File: src/rtl/sysid_pkg.sv
// sysid_pkg: address map, register count and capability-word layout shared by sysid_regs.
// Latency: n/a (constants and a pure helper function).
// Backpressure: n/a.
package sysid_pkg;

  localparam int NUM_REGS = 6;

  localparam logic [2:0] ADDR_ID        = 3'd0;
  localparam logic [2:0] ADDR_TIMESTAMP = 3'd1;
  localparam logic [2:0] ADDR_SCRATCH   = 3'd2;
  localparam logic [2:0] ADDR_UPTIME_LO = 3'd3;
  localparam logic [2:0] ADDR_UPTIME_HI = 3'd4;
  localparam logic [2:0] ADDR_CAPS      = 3'd5;

  localparam int CAPS_NREGS_LSB   = 0;
  localparam int CAPS_UPTIME_BIT  = 8;
  localparam int CAPS_VERSION_LSB = 16;

  // Assemble the capability word; unlisted bits stay zero.
  function automatic logic [31:0] caps_word(input logic [15:0] version, input logic uptime_en);
    logic [31:0] w;
    w = '0;
    w[CAPS_NREGS_LSB +: 8]    = 8'(NUM_REGS);
    w[CAPS_UPTIME_BIT]        = uptime_en;
    w[CAPS_VERSION_LSB +: 16] = version;
    return w;
  endfunction

endpackage

File: src/rtl/sysid_regs_if.sv
// sysid_regs_if: Avalon-MM control-slave bundle between interconnect and sysid_regs.
// Latency: n/a (wires only); read data arrives one cycle after the read strobe.
// Backpressure: none; there is no waitrequest, every strobe is accepted when presented.
interface sysid_regs_if #(
  parameter int ADDR_W = 3
);
  logic [ADDR_W-1:0] address;
  logic              read;
  logic              write;
  logic [31:0]       writedata;
  logic [3:0]        byteenable;
  logic [31:0]       readdata;
  logic              readdatavalid;

  modport master (
    output address, read, write, writedata, byteenable,
    input  readdata, readdatavalid
  );

  modport slave (
    input  address, read, write, writedata, byteenable,
    output readdata, readdatavalid
  );
endinterface

File: src/rtl/sysid_uptime.sv
// sysid_uptime: 64-bit free-running uptime counter with synchronous clear and high-word snapshot.
// Latency: outputs are flop outputs; clear/snapshot take effect on the edge they are presented.
// Backpressure: none; clear and snapshot are single-cycle strobes always honoured.
module sysid_uptime (
  input  logic        clock,
  input  logic        reset_n,
  input  logic        clr,
  input  logic        snap,
  output logic [31:0] lo,
  output logic [31:0] hi_shadow
);

  logic [63:0] cnt_q, cnt_d;
  logic [31:0] shadow_q, shadow_d;

  // Clear beats increment; the shadow captures the high word as it was before this edge.
  always_comb begin
    cnt_d = cnt_q + 64'd1;
    if (clr) begin
      cnt_d = '0;
    end
    shadow_d = shadow_q;
    if (snap) begin
      shadow_d = cnt_q[63:32];
    end
  end

  // Counter and shadow state.
  always_ff @(posedge clock or negedge reset_n) begin
    if (!reset_n) begin
      cnt_q    <= '0;
      shadow_q <= '0;
    end else begin
      cnt_q    <= cnt_d;
      shadow_q <= shadow_d;
    end
  end

  assign lo        = cnt_q[31:0];
  assign hi_shadow = shadow_q;

endmodule

File: src/rtl/sysid_regs.sv
// sysid_regs: system ID / timestamp / scratch / uptime / caps register slave; uptime built with SYSID_UPTIME_EN.
// Latency: read data and readdatavalid one cycle after the read strobe; writes land on the strobe edge.
// Backpressure: none; no waitrequest, back-to-back reads return back-to-back valid data.
module sysid_regs #(
  parameter logic [31:0] ID_VALUE    = 32'h0000_0000,
  parameter logic [31:0] TIMESTAMP   = 32'd1417934875,
  parameter logic [15:0] VERSION     = 16'h0002,
  parameter logic [31:0] SCRATCH_RST = 32'h0000_0000,
  parameter int          ADDR_W      = 3
) (
  input  logic          clock,
  input  logic          reset_n,
  sysid_regs_if.slave   bus
);
  import sysid_pkg::*;

  logic [ADDR_W-1:0] addr;
  logic [2:0]        word;
  logic              in_map;

  logic [31:0] scratch_q, scratch_d;
  logic [31:0] rdata_q, rdata_d;
  logic        rvld_q, rvld_d;
  logic [31:0] rd_val;
  logic [31:0] up_lo, up_hi;

  assign addr   = bus.address;
  assign word   = addr[2:0];
  // Words above the low 3-bit window are reserved when ADDR_W is widened.
  assign in_map = (addr >> 3) == '0;

`ifdef SYSID_UPTIME_EN
  localparam logic UPTIME_EN = 1'b1;

  logic up_clr, up_snap;
  assign up_clr  = bus.write && in_map && (word == ADDR_UPTIME_LO);
  assign up_snap = bus.read  && in_map && (word == ADDR_UPTIME_LO);

  sysid_uptime u_uptime (
    .clock     (clock),
    .reset_n   (reset_n),
    .clr       (up_clr),
    .snap      (up_snap),
    .lo        (up_lo),
    .hi_shadow (up_hi)
  );
`else
  localparam logic UPTIME_EN = 1'b0;

  assign up_lo = '0;
  assign up_hi = '0;
`endif

  localparam logic [31:0] CAPS_VAL = caps_word(VERSION, UPTIME_EN);

  // Read mux over pre-edge state, so a same-cycle write is not visible to the read.
  always_comb begin
    rd_val = '0;
    if (in_map) begin
      case (word)
        ADDR_ID:        rd_val = ID_VALUE;
        ADDR_TIMESTAMP: rd_val = TIMESTAMP;
        ADDR_SCRATCH:   rd_val = scratch_q;
        ADDR_UPTIME_LO: rd_val = up_lo;
        ADDR_UPTIME_HI: rd_val = up_hi;
        ADDR_CAPS:      rd_val = CAPS_VAL;
        default:        rd_val = '0;
      endcase
    end
  end

  // Next-state: scratch byte-lane writes, read data capture, one-cycle valid per read.
  always_comb begin
    scratch_d = scratch_q;
    if (bus.write && in_map && (word == ADDR_SCRATCH)) begin
      for (int i = 0; i < 4; i++) begin
        if (bus.byteenable[i]) begin
          scratch_d[8*i +: 8] = bus.writedata[8*i +: 8];
        end
      end
    end
    rdata_d = rdata_q;
    if (bus.read) begin
      rdata_d = rd_val;
    end
    rvld_d = bus.read;
  end

  // Register state; reset drops any read in flight.
  always_ff @(posedge clock or negedge reset_n) begin
    if (!reset_n) begin
      scratch_q <= SCRATCH_RST;
      rdata_q   <= '0;
      rvld_q    <= 1'b0;
    end else begin
      scratch_q <= scratch_d;
      rdata_q   <= rdata_d;
      rvld_q    <= rvld_d;
    end
  end

  assign bus.readdata      = rdata_q;
  assign bus.readdatavalid = rvld_q;

endmodule

File: src/flat_wrapper.sv
// flat-port wrapper written by rule: the top's interface ports become plain ports
module sysid_regs_flat import sysid_pkg::*;
#(
  parameter logic [31:0] ID_VALUE    = 32'h0000_0000,
  parameter logic [31:0] TIMESTAMP   = 32'd1417934875,
  parameter logic [15:0] VERSION     = 16'h0002,
  parameter logic [31:0] SCRATCH_RST = 32'h0000_0000,
  parameter int          ADDR_W      = 3
)
  (clock, reset_n, bus_address, bus_read, bus_write, bus_writedata, bus_byteenable, bus_readdata, bus_readdatavalid);
  sysid_regs_if #(.ADDR_W(ADDR_W)) bus_i ();
  input  logic clock;
  input  logic reset_n;
  input wire logic [$bits(bus_i.address)-1:0] bus_address;
  input wire logic [$bits(bus_i.read)-1:0] bus_read;
  input wire logic [$bits(bus_i.write)-1:0] bus_write;
  input wire logic [$bits(bus_i.writedata)-1:0] bus_writedata;
  input wire logic [$bits(bus_i.byteenable)-1:0] bus_byteenable;
  output wire logic [$bits(bus_i.readdata)-1:0] bus_readdata;
  output wire logic [$bits(bus_i.readdatavalid)-1:0] bus_readdatavalid;
  assign bus_i.address = bus_address;
  assign bus_i.read = bus_read;
  assign bus_i.write = bus_write;
  assign bus_i.writedata = bus_writedata;
  assign bus_i.byteenable = bus_byteenable;
  assign bus_readdata = bus_i.readdata;
  assign bus_readdatavalid = bus_i.readdatavalid;
  sysid_regs #(.ID_VALUE(ID_VALUE), .TIMESTAMP(TIMESTAMP), .VERSION(VERSION), .SCRATCH_RST(SCRATCH_RST), .ADDR_W(ADDR_W)) u_core (.clock(clock), .reset_n(reset_n), .bus(bus_i));
endmodule
File: config.mk
export PLATFORM = sky130hd
export DESIGN_NAME = sysid_regs_flat
export DESIGN_NICKNAME = d
export VERILOG_FILES = /design/src/rtl/sysid_pkg.sv /design/src/rtl/sysid_regs_if.sv /design/src/rtl/sysid_uptime.sv /design/src/rtl/sysid_regs.sv /design/src/flat_wrapper.sv
export SDC_FILE = /design/constraint.sdc
export NUM_CORES = 1
export LEC_CHECK = 0
export ABC_AREA = 1
export CAP_MARGIN = 10
export CORE_MARGIN = 1
export CORE_UTILIZATION = 52
export DETAILED_ROUTE_END_ITERATION = 8
export GPL_ROUTABILITY_DRIVEN = 0
export GPL_TIMING_DRIVEN = 0
export PLACE_DENSITY = 0.85
export SETUP_SLACK_MARGIN = 0.5
export SLEW_MARGIN = 20
export SYNTH_ARGS = -nofsm -noshare
export SYNTH_HDL_FRONTEND = slang
export SYNTH_HIERARCHICAL = 1
export SYNTH_SLANG_ARGS = --single-unit
File: constraint.sdc
create_clock -name clock -period 1.2 [get_ports clock]
set_input_delay 0.3 -clock clock [delete_from_list [all_inputs] [get_ports clock]]
set_output_delay 0.3 -clock clock [all_outputs]
set_load 0.02 [all_outputs]
# Yosys cells after proc, flatten, opt, wreduce, memory -nomap -nowiden
# Cells that the tools add are included.
dict set report op_classes {
  eq_ne 3
  reduce_logical 5
  n_mux 1
}
# cell n
set op_table {}
lappend op_table {{$pmux W32 S3} 1}
lappend op_table {{$reduce_and A2 Y1} 4}
lappend op_table {{$eq A3 B1 Y1 const B} 1}
lappend op_table {{$eq A3 B2 Y1 const B} 1}
lappend op_table {{$eq A3 B3 Y1 const B} 1}
lappend op_table {{$logic_and A1 B1 Y1} 1}
dict set report word_totals {
  in_bits 43
  regBits 65
}

# Longest topological paths before layout
dict set report depth {
  word_depth 3
  depth_mapped 6
  depth_no_buf 5
}

# Least setup slack after synthesis
# Ideal clock, no wire load.
dict set report synth_path {
  kind {input -> register}
  start {input port bus_read}
  end {register u_core.rdata_q[10], in the netlist u_core/bus.readdata[10]}
  setup_slack_ps 186
  arrival_ps 896
  stages 5
  path_cell_list {buf_6 clkinv_1 clkbuf_1 nand2_1 o21ai_2}
}
# element line_no
set synth_lines {}
lappend synth_lines {{start, declared} flat_wrapper.sv:15} ;# input wire logic [$bits(bus_i.read)-1:0] bus_read;
lappend synth_lines {{end signal, assigned} sysid_regs.sv:97} ;# rdata_q <= rdata_d;
lappend synth_lines {{end, declared} sysid_regs.sv:22} ;# logic [31:0] rdata_q, rdata_d;

# Worst setup path after layout
dict set report layout_path {
  start {register u_core.rdata_q[0], in the netlist u_core/bus.readdata[0]}
  end {output port bus_readdata[0]}
}
# element line_no
set layout_lines {}
lappend layout_lines {{end, declared} flat_wrapper.sv:19} ;# output wire logic [$bits(bus_i.readdata)-1:0] bus_readdata;
# No word-level cell between the ends.

==> run_results.csv <==
group,metric,value,unit
outcome,outcome,"complete, but fails checks",
outcome,violations,"negative hold slack, negative setup slack",
setup_path,path_cells,"buf_6",
detailed_routing,wire_per_inst,29.3,µm
floorplanning,coreArea,5200,µm²
setup_path,worst_path_max_delay_cell,"dfrtp_2",
layout,area_growth,76.8,%
setup_path,end_kind,"output pin",
clocking,clk_latency,350,ps
place,io_buffers,70,
detailed_routing,drt-total-wl,15500,µm
synthesis,ys_seq_area_share,56.8,%
power_and_ir_drop,clkPwrFrac,27.3,%
setup_path,r2r_slack,50,ps
power_and_ir_drop,power,6.44,mW
detailed_routing,drc_errors,0,
power_and_ir_drop,power.density,1270,nW/µm²
power_and_ir_drop,comb_power_share,28.6,%
setup_path,cp.required,900,ps
global_route,grt_max_degree,60,
floorplanning,fp.dieH,76.2,µm
setup_path,cp_max_fo,2,
setup_path,critical_path_class,"flip-flop to output pin",
layout,n_antenna_cell,0,
sta,fmax,0.815,GHz
layout,nets,496,
worst_hold_path,holdCritPathClass,"input port to asynchronous set/reset pin",
setup_path,slowest_delay,440,ps
global_route,antenna_found_initial,0,
detailed_routing,drt_iter0_markers,669,
power_and_ir_drop,internal_power,4.15,mW
sta,setup_slack,-27.0,ps
synthesis,syn_area_per_cell,8.92,µm²
setup_path,cp_data_arrival_time,930,ps
setup_path,critical-path-top-delay-family,"flip-flops",
synthesis,yosys_warnings,6,
detailed_routing,num_vias,3598,
clocking,cts_tree,"done",
layout,nFillCells,88,
power_and_ir_drop,vdd_ir_drop_max,1.06,mV
synthesis,yosysUniqueCellTypes,18,
sta,post-route-period-util,102,%
floorplanning,die_area,5810,µm²
power_and_ir_drop,p_switching,2.29,mW
sta,fin_tns_setup,-233,ps
detailed_routing,viasPerCell,6.81,
clocking,ctsHoldBuffers,1,
clocking,htreeDepth,3,
layout,final_core_util,97.3,%
clocking,path_clk_slew,80,ps
job,drv_cap,0,
synthesis,syn_nets,364,
sta,skew,7.09,ps
synthesis,ys_ff_latch,65,
power_and_ir_drop,p_sw_share,35.6,%
global_route,grt_first_pass_wirelength,16900,µm
setup_path,startpoint_type,"flip-flop",
place,dp_hpwl,4880,µm
clocking,cts.sinks,65,
sta,finalCriticalPeriod,1230,ps
clocking,root_buffer,"clkbuf_8",
sta,holdWs,-47.4,ps
sta,maxSlewHeadroom,78.6,%
power_and_ir_drop,power_frac_seq,44.1,%
global_route,grt_pass1_vias,3225,
global_route,grt_usage,38.7,%
detailed_routing,drt_first_pass_iters,6,
synthesis,synth_cells,321,
layout,drive_gt1_share,59.4,%
detailed_routing,ant_nets,0,
sta,worst_slew_pin_slew,320,ps
floorplanning,initial_utilization,55.0,%
sta,grt_setup_unrepaired,"true",
setup_path,path_buf_inv,1,
clocking,cts_buffers,9,
sta,drv_slew,0,
power_and_ir_drop,leakage,2.28,nW
floorplanning,die_w,76.2,µm
floorplanning,ios,76,
floorplanning,core.rowCount,26,
sta,setup_violations,23,
global_route,grt_overflow,0,
synthesis,synth_area,2860,µm²
sta,hold_violations,59,
clocking,clock_path_buffers,2,
through the flow:
step                std cells  cell area [µm²]  hold WS, ps  worst slack, ps
floorplan                 321             2950         4.41              230
global placement          461             3740          463            -2450
detailed placement        462             3760          132             -740
CTS                       514             4630        -31.8            -1.03
global route              528             5060        -22.3            -37.2
finish                    528             5060        -47.4            -27.0
routing by layer:
layer  up-vias  GRT usage [%]  routed length, µm
li1       1308              -                  -
met1      1665           46.5               4870
met2       444           62.5               6830
met3       181           7.78               2010
met4         0           27.3               1760
met5         -              0                  0
worst register-to-register path, cell delays in order, from the launching register on:
cell,delay [ps]
dfrtp_1,520
inv_1,190
nor2_4,190
nor2_4,50
nor2_2,130
cell type report:
| cell class | count | area (µm²) | area share (%) |
|---|---|---|---|
| multi-input combinational | 219 | 1480 | 29.2 |
| tap | 70 | 87.6 | 1.73 |
| inverter | 18 | 95.1 | 1.88 |
| clock buffer | 13 | 159 | 3.14 |
| buffer | 20 | 244 | 4.82 |
| clock inverter | 3 | 15.0 | 0.296 |
| timing repair buffer | 120 | 1320 | 26.0 |
| sequential | 65 | 1670 | 32.9 |
cell families (layout without fill, tap and decap cells):
group | count (synthesis) | after routing | share of synthesized area [%]
flops | 65 | 65 | 56.8
buf+inv | 38 | 174 | 8.43
compound gates | 20 | 20 | 4.81
simple gates | 198 | 199 | 30.0
registers in the layout, indices dropped and copies added, names as in the netlist:
| name | cells |
|---|---|
| u_core/bus.readdata | 32 |
| u_core/scratch_q | 32 |
| u_core/bus.readdatavalid | 1 |
synthesized netlist by cell type (all sizes together):
| cell type | instances | area share, % |
|---|---|---|
| dfrtp | 65 | 57 |
| inv | 17 | 2.2 |
| nand2 | 101 | 13 |
| clkinv | 1 | 0.13 |
| clkbuf | 5 | 0.66 |
| nand3 | 4 | 0.70 |
| a21oi | 4 | 0.70 |
| nor2 | 57 | 8.0 |
| nand4 | 36 | 7.9 |
| o21ai | 16 | 4.1 |
| buf | 15 | 5.4 |
power groups by stage:
stage               clock network (mW)  logic (mW)  registers (mW)
floorplan                            0       0.464            2.75
global placement                     0       0.948            2.69
detailed placement                   0       0.990            2.70
CTS                               1.67        1.31            2.70
global route                      1.85        1.88            2.84
finish                            1.76        1.84            2.84
placed cells by master (no fill, tap or decap), types with 5 or more instances in the layout:
master / Yosys / routed
clkbuf_8: 0 / 13
o21ai_2: 10 / 13
nand2_1: 99 / 48
clkdlybuf4s50_1: 0 / 32
dfrtp_2: 0 / 32
nor2_4: 2 / 22
buf_4: 1 / 19
inv_2: 2 / 5
buf_6: 10 / 69
nor2_2: 0 / 15
dfrtp_1: 65 / 33
nand4_1: 36 / 36
inv_1: 15 / 10
buf_12: 1 / 6
nand2_4: 0 / 10
nor2_1: 55 / 21
nand2_2: 2 / 41
final timing paths:
kind                                              from                  endpoint  depth (start not counted)
worst max-delay path            u_core/bus.readdata[0]           bus_readdata[0]                          1
worst min-delay path                           reset_n      u_core/scratch_q[16]                          2
worst max register to register    u_core/scratch_q[16]   u_core/bus.readdata[16]                          4
worst min register to register     u_core/scratch_q[9]       u_core/scratch_q[9]                          2
max in group asynchronous                      reset_n    u_core/bus.readdata[8]                          2
min in group clock                            bus_read  u_core/bus.readdatavalid                          1
what timing repair did:
action	4_1_cts	5_1_grt
gates cloned	7	1
endpoints found under the hold margin	6	59
resized for setup	333	86
buffers inserted	28	13
pin swaps	40	47
endpoints found under the setup margin	97	97
(Power assumes the default switching activity.)
